## src/rtl/alu_arbiter.sv

```systemverilog
// Shares one registered ALU between an execute-stage port (0) and a branch-compare port (1).
// Define ALU_ARB_RR_EN for round-robin tie-breaking; otherwise port 0 has fixed priority.
module alu_arbiter #(
  parameter int XLEN = 32,
  parameter int OPW  = 4
) (
  input  logic            clock,
  input  logic            reset,

  input  logic            req0_valid,
  output logic            req0_ready,
  input  logic [OPW-1:0]  req0_op,
  input  logic [XLEN-1:0] req0_a,
  input  logic [XLEN-1:0] req0_b,

  input  logic            req1_valid,
  output logic            req1_ready,
  input  logic [OPW-1:0]  req1_op,
  input  logic [XLEN-1:0] req1_a,
  input  logic [XLEN-1:0] req1_b,

  output logic            rsp0_valid,
  input  logic            rsp0_ready,
  output logic [XLEN-1:0] rsp0_res,
  output logic            rsp0_cond,

  output logic            rsp1_valid,
  input  logic            rsp1_ready,
  output logic [XLEN-1:0] rsp1_res,
  output logic            rsp1_cond,

  output logic [OPW-1:0]  alu_op,
  output logic [XLEN-1:0] alu_a,
  output logic [XLEN-1:0] alu_b,
  input  logic [XLEN-1:0] alu_res,
  input  logic            alu_cond,

  output logic            busy
);

  typedef enum logic [1:0] {
    IDLE = 2'd0,
    EXEC = 2'd1,
    CAPT = 2'd2,
    RESP = 2'd3
  } state_t;

  state_t state;
  state_t state_next;

  logic grant;
  logic pick1;
  logic accept;
  logic rsp_done;

`ifdef ALU_ARB_RR_EN
  logic last_grant;
`endif

  // Arbitration: pick1 is high when port 1 would win a request this cycle.
  always_comb begin
    pick1 = 1'b0;
`ifdef ALU_ARB_RR_EN
    if (req0_valid && req1_valid) begin
      pick1 = ~last_grant;
    end else begin
      pick1 = req1_valid;
    end
`else
    pick1 = req1_valid && !req0_valid;
`endif
  end

  always_comb begin
    req0_ready = 1'b0;
    req1_ready = 1'b0;
    if (!reset && state == IDLE) begin
      req0_ready = req0_valid && !pick1;
      req1_ready = pick1;
    end
    accept   = req0_ready || req1_ready;
    rsp_done = grant ? rsp1_ready : rsp0_ready;
    busy     = (state != IDLE);
  end

  always_comb begin
    state_next = state;
    case (state)
      IDLE: if (accept) state_next = EXEC;
      EXEC: state_next = CAPT;
      CAPT: state_next = RESP;
      RESP: if (rsp_done) state_next = IDLE;
      default: state_next = IDLE;
    endcase
  end

  always_ff @(posedge clock) begin
    if (reset) begin
      state <= IDLE;
      grant <= 1'b0;
`ifdef ALU_ARB_RR_EN
      last_grant <= 1'b1;
`endif
    end else begin
      state <= state_next;
      if (accept) begin
        grant <= pick1;
`ifdef ALU_ARB_RR_EN
        last_grant <= pick1;
`endif
      end
    end
  end

  // ALU operands change only on an accept, so the ALU sees them stable through EXEC.
  always_ff @(posedge clock) begin
    if (reset) begin
      alu_op <= '0;
      alu_a  <= '0;
      alu_b  <= '0;
    end else if (accept) begin
      alu_op <= pick1 ? req1_op : req0_op;
      alu_a  <= pick1 ? req1_a  : req0_a;
      alu_b  <= pick1 ? req1_b  : req0_b;
    end
  end

  always_ff @(posedge clock) begin
    if (reset) begin
      rsp0_valid <= 1'b0;
      rsp0_res   <= '0;
      rsp0_cond  <= 1'b0;
      rsp1_valid <= 1'b0;
      rsp1_res   <= '0;
      rsp1_cond  <= 1'b0;
    end else begin
      if (state == CAPT) begin
        if (grant) begin
          rsp1_valid <= 1'b1;
          rsp1_res   <= alu_res;
          rsp1_cond  <= alu_cond;
        end else begin
          rsp0_valid <= 1'b1;
          rsp0_res   <= alu_res;
          rsp0_cond  <= alu_cond;
        end
      end
      if (state == RESP && rsp_done) begin
        if (grant) begin
          rsp1_valid <= 1'b0;
        end else begin
          rsp0_valid <= 1'b0;
        end
      end
    end
  end

endmodule

```

## config.mk

```make
export PLATFORM = sky130hd
export DESIGN_NAME = alu_arbiter
export DESIGN_NICKNAME = d
export VERILOG_FILES = /design/src/rtl/alu_arbiter.sv
export SDC_FILE = /design/constraint.sdc
export NUM_CORES = 1
export LEC_CHECK = 0
export ABC_AREA = 1
export BUFFER_PORTS_ARGS = -buffer_cell sky130_fd_sc_hd__buf_4
export CORE_AREA = 2 2 122 124
export CTS_BUF_LIST = sky130_fd_sc_hd__clkbuf_8
export DETAILED_ROUTE_END_ITERATION = 12
export DIE_AREA = 0 0 124 126
export PLACE_DENSITY = 0.77
export SLEW_MARGIN = 10
export SYNTH_ARGS = -nofsm -noshare
export SYNTH_HDL_FRONTEND = slang
export SYNTH_SLANG_ARGS = --single-unit
```

## constraint.sdc

```tcl
create_clock -name clock -period 2.7 [get_ports clock]
set_input_delay 0.54 -clock clock [delete_from_list [all_inputs] [get_ports clock]]
set_output_delay 0.54 -clock clock [all_outputs]
set_load 0.005 [all_outputs]
```

After elaboration in Yosys (flattened, before gate mapping)
Cells that the tools add are included.
{"block": "op_classes", "order_cmp": 0, "div_mod_pow": 0, "n_reduce_logical": 13, "shifts": 0, "eq_ne": 5, "multipliers": 0, "addsub": 0, "n_bitwise": 1, "mux": 17}
{"op": "32-bit 2-to-1 mux", "count": 2}
{"op": "1-bit 2-to-1 mux", "count": 11}
{"op": "2-bit case mux with 4 select lines", "count": 1}
{"op": "2-bit AND reduction", "count": 3}
{"op": "2-bit equality test, second input constant", "count": 2}
{"op": "1-bit logical AND", "count": 4}
{"op": "2-bit 2-to-1 mux", "count": 2}
{"op": "4-bit 2-to-1 mux", "count": 1}
{"op": "2-bit inequality test, second input constant", "count": 2}
{"op": "1-bit logical NOT", "count": 3}
{"op": "2-bit by 1-bit equality test with 1-bit output, second input constant", "count": 1}
{"op": "2-bit logical NOT", "count": 1}
{"op": "2-bit nonzero test", "count": 1}
{"op": "1-bit logical OR", "count": 1}
{"op": "1-bit inverter", "count": 1}
{"block": "word_totals", "output_inout_bits": 139, "elab_cells": 47, "rom_bits": 0, "mem_count": 0, "register_bits": 139, "mem_bits_rw": 0, "latch_bits": 0, "in_bits": 175}

Longest topological paths before layout
Gate-level depths: netlist of the first run.
{"block": "logic_depth", "depth_word": 8, "mapped_depth": 10, "mapped_depth_nobuf": 9}

Worst setup path after synthesis of the first run
OpenSTA, ideal clock, no wires.
{"block": "synth_timing", "path_type": "input to output", "start": "input port req1_valid", "end": "output port req1_ready", "path_buffers": 2, "t_required_ns": 2.160, "path_stages": 4, "setup_slack_ns": 1.095, "arrival_ns": 1.065, "cell_sequence": "buf_4 nand2_2 buf_2 nor2_1"}
{"block": "synth_via", "elab_chain_cells": 2}
{"item": "start: declaration", "line_no": "16", "text": "input logic req1_valid,"}
{"item": "1-bit logical AND", "line_no": "70", "text": "pick1 = req1_valid && !req0_valid;"}
{"item": "1-bit 2-to-1 mux", "line_no": "77", "text": "if (!reset && state == IDLE) begin"}
{"item": "end: declaration", "line_no": "17", "text": "output logic req1_ready,"}
No other way between the ends.

Worst setup path in the final report of the first run
{"block": "layout_timing", "start": "register state[0]", "end": "output port req1_ready"}
{"block": "layout_via", "elab_chain_cells": 3}
{"item": "start: declaration", "line_no": "48", "text": "state_t state;"}
{"item": "start signal: assignment", "line_no": "105", "text": "state <= state_next;"}
{"item": "2-bit logical NOT", "line_no": "77"}
{"item": "1-bit logical AND", "line_no": "77"}
{"item": "1-bit 2-to-1 mux", "line_no": "77"}
No other way between the ends.

==> impl_metrics.yaml, run 1 <==
status:
  status: "finished, final reports clean"
power:
  p_int_w: 0.00445
  p_per_area_nw_per_um2: 764
  finalPower_w: 0.00662
  swShare: 0.328
  power.leakage_nw: 4.24
  seqPwrFrac: 0.419
  p_comb_frac: 0.331
  peakVddDrop_mv: 0.359
  p_sw_w: 0.00217
  p_clk_frac: 0.250
yosys:
  synth_seq_cells: 139
  syn_inst: 849
  synth_nets: 1028
  synth-seq-area-share: 0.476
  avgSynthCellArea_um2: 6.89
  ys_types: 20
  synth_top_area_frac: 0.476
  synth_area_leaders: "dfxtp_1 (48%), nor2_1 (18%), o21ai_0 (11%)"
  netlist_area_um2: 5850
  yosysWarnings: 0
  yosysTopAreaCell: "dfxtp_1"
sta:
  rsz0062_at_grt: "false"
  tns_ps: 0
  fmax_ghz: 0.460
  clock_skew_ps: 10.4
  slew_violations: 0
  hold_viol: 0
  setup_viol: 0
  fin_crit_sh: 0.805
  worst_slew_pin_slew_ps: 637
  period_needed_ps: 2170
  max_slew_margin: 0.575
worst_setup_path:
  path_cells: "inv_1 -> ha_1 -> inv_2 -> nor2_4 -> inv_1 -> nor2_1 -> buf_4"
  critPathLaunchType: "flip-flop"
  cpMaxStageDelayCell: "dfxtp_1"
  crit_fanout: 3
  cp_num_buf_inv: 4
  crit_arrival_ps: 1630
  path_delay_family: "buffers and inverters"
  crit_top_cell: "inv_1"
  end_kind: "primary output"
  crit_required_ps: 2160
  max_stage_delay_ps: 330
  critPathKind: "flip-flop to primary output"
floorplan:
  initial_utilization: 0.409
  core-area_um2: 14300
  die_y_um: 126
  dieArea_um2: 15600
  ioPinCount: 314
  num_rows: 44
  die_width_um: 124
detailed_routing:
  antenna_left: 0
  drt_pass1_iterations: 5
  wl_per_cell_um: 14.1
  drtIter0Drc: 301
  drc_errors: 0
  finalWirelength_mm: 18.7
  viasPerCell: 4.88
  dr_total_vias: 6497
clock_tree:
  cts_setup_buffers: 0
  cts_buffer_depth: 2
  tritoncts: "done"
  clock-root-buffer: "clkbuf_8"
  insertion_delay_ps: 440
  ctsResizeCount: 0
  numCtsBuffers: 17
  clkTransAtPathRegs_ps: 80
  clock-sinks: 139
  cts.htree.levels: 4
  holdBufCountCts: 0
final_layout:
  area_growth_pct: 47.9
  nets: 1312
  drive_gt1_frac: 0.320
  final_common_cell: "buf_4"
  nFillCells: 1381
  antenna-diode-count: 0
  final_cell_mix: "buf_4 (325), nor2_1 (274), nand2_1 (142), dfxtp_1 (139), o21ai_0 (131)"
grt:
  grt_antenna_before_repair: 0
  grt-ovfl-total: 0
  grt.total_usage: 0.237
  grt_pass1_wl_mm: 29.0
  grt_max_degree: 57
  first_global_vias: 6101
place:
  io_buffers: 313
  routabilityCongestion: 0.840
  hpwl_mm: 13.5
hold_path:
  min-delay-path-class: "input port to flip-flop"
run:
  maxCapViolations: 0
## logic make-up after synthesis
logic type | count (synthesis) | share of synthesized area
adders and majority gates | 4 | 0.00855
and+or+nand+nor | 490 | 0.332
DFF | 139 | 0.476
buffers and inverters | 74 | 0.0605
AOI/OAI and AO/OA | 142 | 0.124
## Yosys cell counts
library cell / number
a21oi_1: 3
a31oi_1: 2
buf_2: 20
buf_4: 6
buf_6: 3
clkbuf_1: 29
clkbuf_2: 5
clkinv_1: 2
dfxtp_1: 139
ha_1: 4
inv_1: 6
inv_2: 3
nand2_1: 142
nand2_2: 2
nand3_1: 71
nor2_1: 274
nor2_4: 1
o21ai_0: 131
o21ai_1: 5
o21ai_4: 1
## power by group through the flow
stage | sequential (W) | combinational (W) | clock [W]
after floorplan | 0.00283 | 0.00102 | 0
after global placement | 0.00280 | 0.00219 | 0
after detailed placement | 0.00282 | 0.00221 | 0
after CTS | 0.00277 | 0.00222 | 0.00169
after global routing | 0.00283 | 0.00247 | 0.00179
final | 0.00277 | 0.00219 | 0.00165
## state kept, by name, summed over array words and instances (netlist names), named ones only
signal / count
rsp1_res: 32
rsp0_res: 32
alu_op: 4
alu_b: 32
grant: 1
rsp0_cond: 1
alu_a: 32
rsp1_cond: 1
state: 2
## final cells by class
cell class	instances	area, um2	area share
flip-flops and latches	139	2780	0.321
multi-input cells	636	2720	0.314
repair buffers	328	2500	0.289
clock buffers	17	234	0.0270
well taps	184	230	0.0266
clock inverters	15	153	0.0176
inverters	11	42.5	0.00491
## layer usage
| layer | track usage | part of all wire |
|---|---|---|
| met1 | 0.245 | 0.37 |
| met2 | 0.416 | 0.49 |
| met3 | 0.0879 | 0.10 |
| met4 | 0.116 | 0.034 |
| met5 | 0 | 0 |
## final timing paths
path | start | end | slack, ps | cells after the start
min | rsp1_ready | flip-flop | 300 | 2
min reg2reg | rsp0_res[1]$_SDFFE_PP0P_ | rsp0_res[1]$_SDFFE_PP0P_ | 480 | 2
max reg2reg | state[1]$_SDFFE_PP0P_ | state[0]$_SDFFE_PP0P_ | 1040 | 9
max | state[0]$_SDFFE_PP0P_ | req1_ready | 530 | 7
## metrics by stage
| stage | hold slack, ps | setup WS [ps] | instances | utilization | cell area (um2) |
|---|---|---|---|---|---|
| 6_report | 297 | 527 | 1330 | 0.605 | 8660 |
| 3_5_place_dp | 472 | 771 | 1298 | 0.578 | 8270 |
| 5_1_grt | 276 | 404 | 1330 | 0.605 | 8660 |
| 4_1_cts | 259 | 477 | 1330 | 0.605 | 8660 |
| 3_3_place_gp | 462 | 816 | 1298 | 0.578 | 8270 |
| 2_1_floorplan | 464 | 1100 | 849 | - | 5850 |
Power figures use the tool's default switching activity.
==> run 2: changes to the inputs <==
--- a/config.mk
+++ b/config.mk
@@ -5,12 +5,12 @@
 export SDC_FILE = /design/constraint.sdc
 export NUM_CORES = 1
 export LEC_CHECK = 0
-export ABC_AREA = 1
+export ABC_AREA = 0
 export BUFFER_PORTS_ARGS = -buffer_cell sky130_fd_sc_hd__buf_4
-export CORE_AREA = 2 2 122 124
+export CORE_AREA = 2 2 121 123
 export CTS_BUF_LIST = sky130_fd_sc_hd__clkbuf_8
 export DETAILED_ROUTE_END_ITERATION = 12
-export DIE_AREA = 0 0 124 126
+export DIE_AREA = 0 0 123 125
 export PLACE_DENSITY = 0.77
 export SLEW_MARGIN = 10
 export SYNTH_ARGS = -nofsm -noshare
==> constraint.sdc (replaced) <==
create_clock -name clock -period 2.05 [get_ports clock]
set_input_delay 0.41 -clock clock [delete_from_list [all_inputs] [get_ports clock]]
set_output_delay 0.41 -clock clock [all_outputs]
set_load 0.005 [all_outputs]
==> run 2 against run 1 <==
Net effect: wire length shrank 10%; clock power up 29%; area after synthesis down 3.5%; register-to-register slack got worse by 820 ps; combinational power is 22% higher; non-clock buffer count is 5 lower; sequential cell count did not move; critical path type unchanged; largest cell class unchanged; largest power group unchanged.
==> impl_metrics.yaml, run 2 <==
worst_setup_path:
  crit_required_ps: 1640
  critPathCapture: "req0_ready"
  crit_fanout: 6
  critPathLaunchType: "flip-flop"
  worstReg2RegEnd: "alu_a[27]$_SDFFE_PP0P_"
  path_delay_family: "flip-flops"
  r2r_setup_slack_ps: 220
  crit_arrival_ps: 1520
  cpMaxStageDelayCell: "dfxtp_1"
  end_kind: "primary output"
  cp.depth: 4
  max_stage_delay_ps: 360
  critPathLaunch: "state[0]$_SDFFE_PP0P_"
  reg2reg_from: "state[0]$_SDFFE_PP0P_"
  critPathKind: "flip-flop to primary output"
  r2r_cells: 7
  path_cells: "inv_1 -> ha_1 -> and3_1 -> buf_4"
  cp_num_buf_inv: 2
sta:
  setup_viol: 0
  slew_violations: 0
  tns_ps: 0
  max_slew_margin: 0.663
  fin_crit_sh: 0.944
  hold_viol: 0
  fmax_ghz: 0.517
  period_needed_ps: 1930
  clock_skew_ps: 13.0
  rsz0062_at_grt: "false"
  worst_slew_pin_slew_ps: 506
place:
  hpwl_mm: 12.2
  io_buffers: 313
  dp.cells: 1081
  place_area_um2: 8090
  routabilityCongestion: 0.774
grt:
  grt_max_degree: 100
  grt_pass1_wl_mm: 26.2
  grt.total_usage: 0.218
  first_global_vias: 5144
  grt_antenna_before_repair: 0
  grt-ovfl-total: 0
clock_tree:
  cts.htree.levels: 4
  numCtsBuffers: 17
  holdBufCountCts: 0
  cts_setup_buffers: 0
  clock-sinks: 139
  insertion_delay_ps: 450
  ctsResizeCount: 0
  tritoncts: "done"
  clock-root-buffer: "clkbuf_8"
  cts_buffer_depth: 2
  clkTransAtPathRegs_ps: 70
yosys:
  synth_nets: 807
  yosysTopAreaCell: "dfxtp_1"
  ys_types: 30
  netlist_area_um2: 5650
  synth_area_leaders: "dfxtp_1 (49%), mux2i_1 (12%), nand2_1 (8.9%)"
  yosysMostFrequentCell: "dfxtp_1"
  synth-async-reset-ratio: 0
  synth_top_area_frac: 0.493
  synth_top_cells_by_count: "dfxtp_1 (139), nand2_1 (134), nor2_1 (71)"
  synth-seq-area-share: 0.493
  yosysWarnings: 0
  syn_inst: 628
  synth_edf_count: 0
  avgSynthCellArea_um2: 9.00
  synth_ff_type: "dfxtp_1"
  synth_seq_cells: 139
detailed_routing:
  drc_errors: 0
  wl_per_cell_um: 15.1
  dr_total_vias: 5399
  drt_pass1_iterations: 4
  wl_met2_mm: 8.03
  met3WireLength_mm: 1.74
  drtIter0Drc: 282
  wl_met1_mm: 6.62
  antenna_left: 0
  routed.top_layer: "met4"
  viasPerCell: 4.86
  finalWirelength_mm: 16.8
final_layout:
  design_area_um2: 8470
  area_growth_pct: 50.0
  drive_gt1_frac: 0.397
  nFillCells: 1263
  ff_latch_area_um2: 2780
  stdcell_count: 1112
  antenna-diode-count: 0
  final_cell_mix: "buf_4 (315), dfxtp_1 (139), nand2_1 (134), nor2_1 (71)"
  multiInputGateArea_um2: 2530
  nets: 1095
  final_common_cell: "buf_4"
floorplan:
  die_y_um: 125
  ioPinCount: 314
  core-area_um2: 14200
  die_width_um: 123
  initial_utilization: 0.398
  num_rows: 44
  dieArea_um2: 15400
power:
  p_per_area_nw_per_um2: 979
  peakVddDrop_mv: 0.517
  power.leakage_nw: 3.66
run:
  maxCapViolations: 0
status:
  status: "finished, final reports clean"
hold_path:
  min-delay-path-class: "input port to flip-flop"
## run 2: how the worst min path moves through the flow
stage	from	endpoint	slack, ps	cells after the start
2_1_floorplan	rsp0_cond$_SDFFE_PP0P_	rsp0_cond$_SDFFE_PP0P_	450	2
3_3_place_gp	rsp0_res[3]$_SDFFE_PP0P_	rsp0_res[3]$_SDFFE_PP0P_	440	2
3_5_place_dp	rsp1_res[24]$_SDFFE_PP0P_	rsp1_res[24]$_SDFFE_PP0P_	450	2
4_1_cts	req0_valid	grant$_SDFFE_PP0P_	160	2
5_1_grt	req0_valid	grant$_SDFFE_PP0P_	170	2
6_report	req0_valid	grant$_SDFFE_PP0P_	200	2
## run 2: routing by layer
layer	vias up	GRT usage
li1	2727	-
met3	30	0.0922
met5	-	0
met2	222	0.363
met4	0	0.0869
met1	2420	0.245
## run 2: cell type report
class,instances,share of cell area
Tap cell,184,0.0272
Clock inverter,10,0.0109
Inverter,5,0.00222
Sequential cell,139,0.328
Clock buffer,21,0.0341
Timing Repair Buffer,323,0.298
Multi-Input combinational cell,430,0.299
## run 2: where the power goes
| part | switching, W | internal (W) | total, W |
|---|---|---|---|
| logic | 0.00129 | 0.00139 | 0.00268 |
| registers | 0.000279 | 0.00321 | 0.00349 |
| clock network | 0.00105 | 0.00108 | 0.00213 |
## run 2: logic make-up after synthesis
family	after synthesis	synth area share
AOI/OAI and AO/OA	143	0.168
muxes	68	0.120
adders and majority gates	4	0.00886
DFF	139	0.493
and+or+nand+nor	215	0.149
buffers and inverters	59	0.0611
## run 2: metrics by stage
stage                      util  hold WS, ps  worst slack, ps  power, W
after detailed placement  0.570          447              217   0.00625
after CTS                 0.597          162             89.8   0.00839
after floorplan               -          453              494   0.00491
after global placement    0.570          442              342   0.00619
after global routing      0.597          166             22.2   0.00884
final                     0.597          196              115   0.00830
## run 2: worst reg2reg max path, cell delays in order (launching register included)
cell and delay, ps:
dfxtp_1 330, inv_1 100, ha_1 270, inv_2 80, nor3_4 320, buf_12 320
nor2_1 90, a211oi_1 250
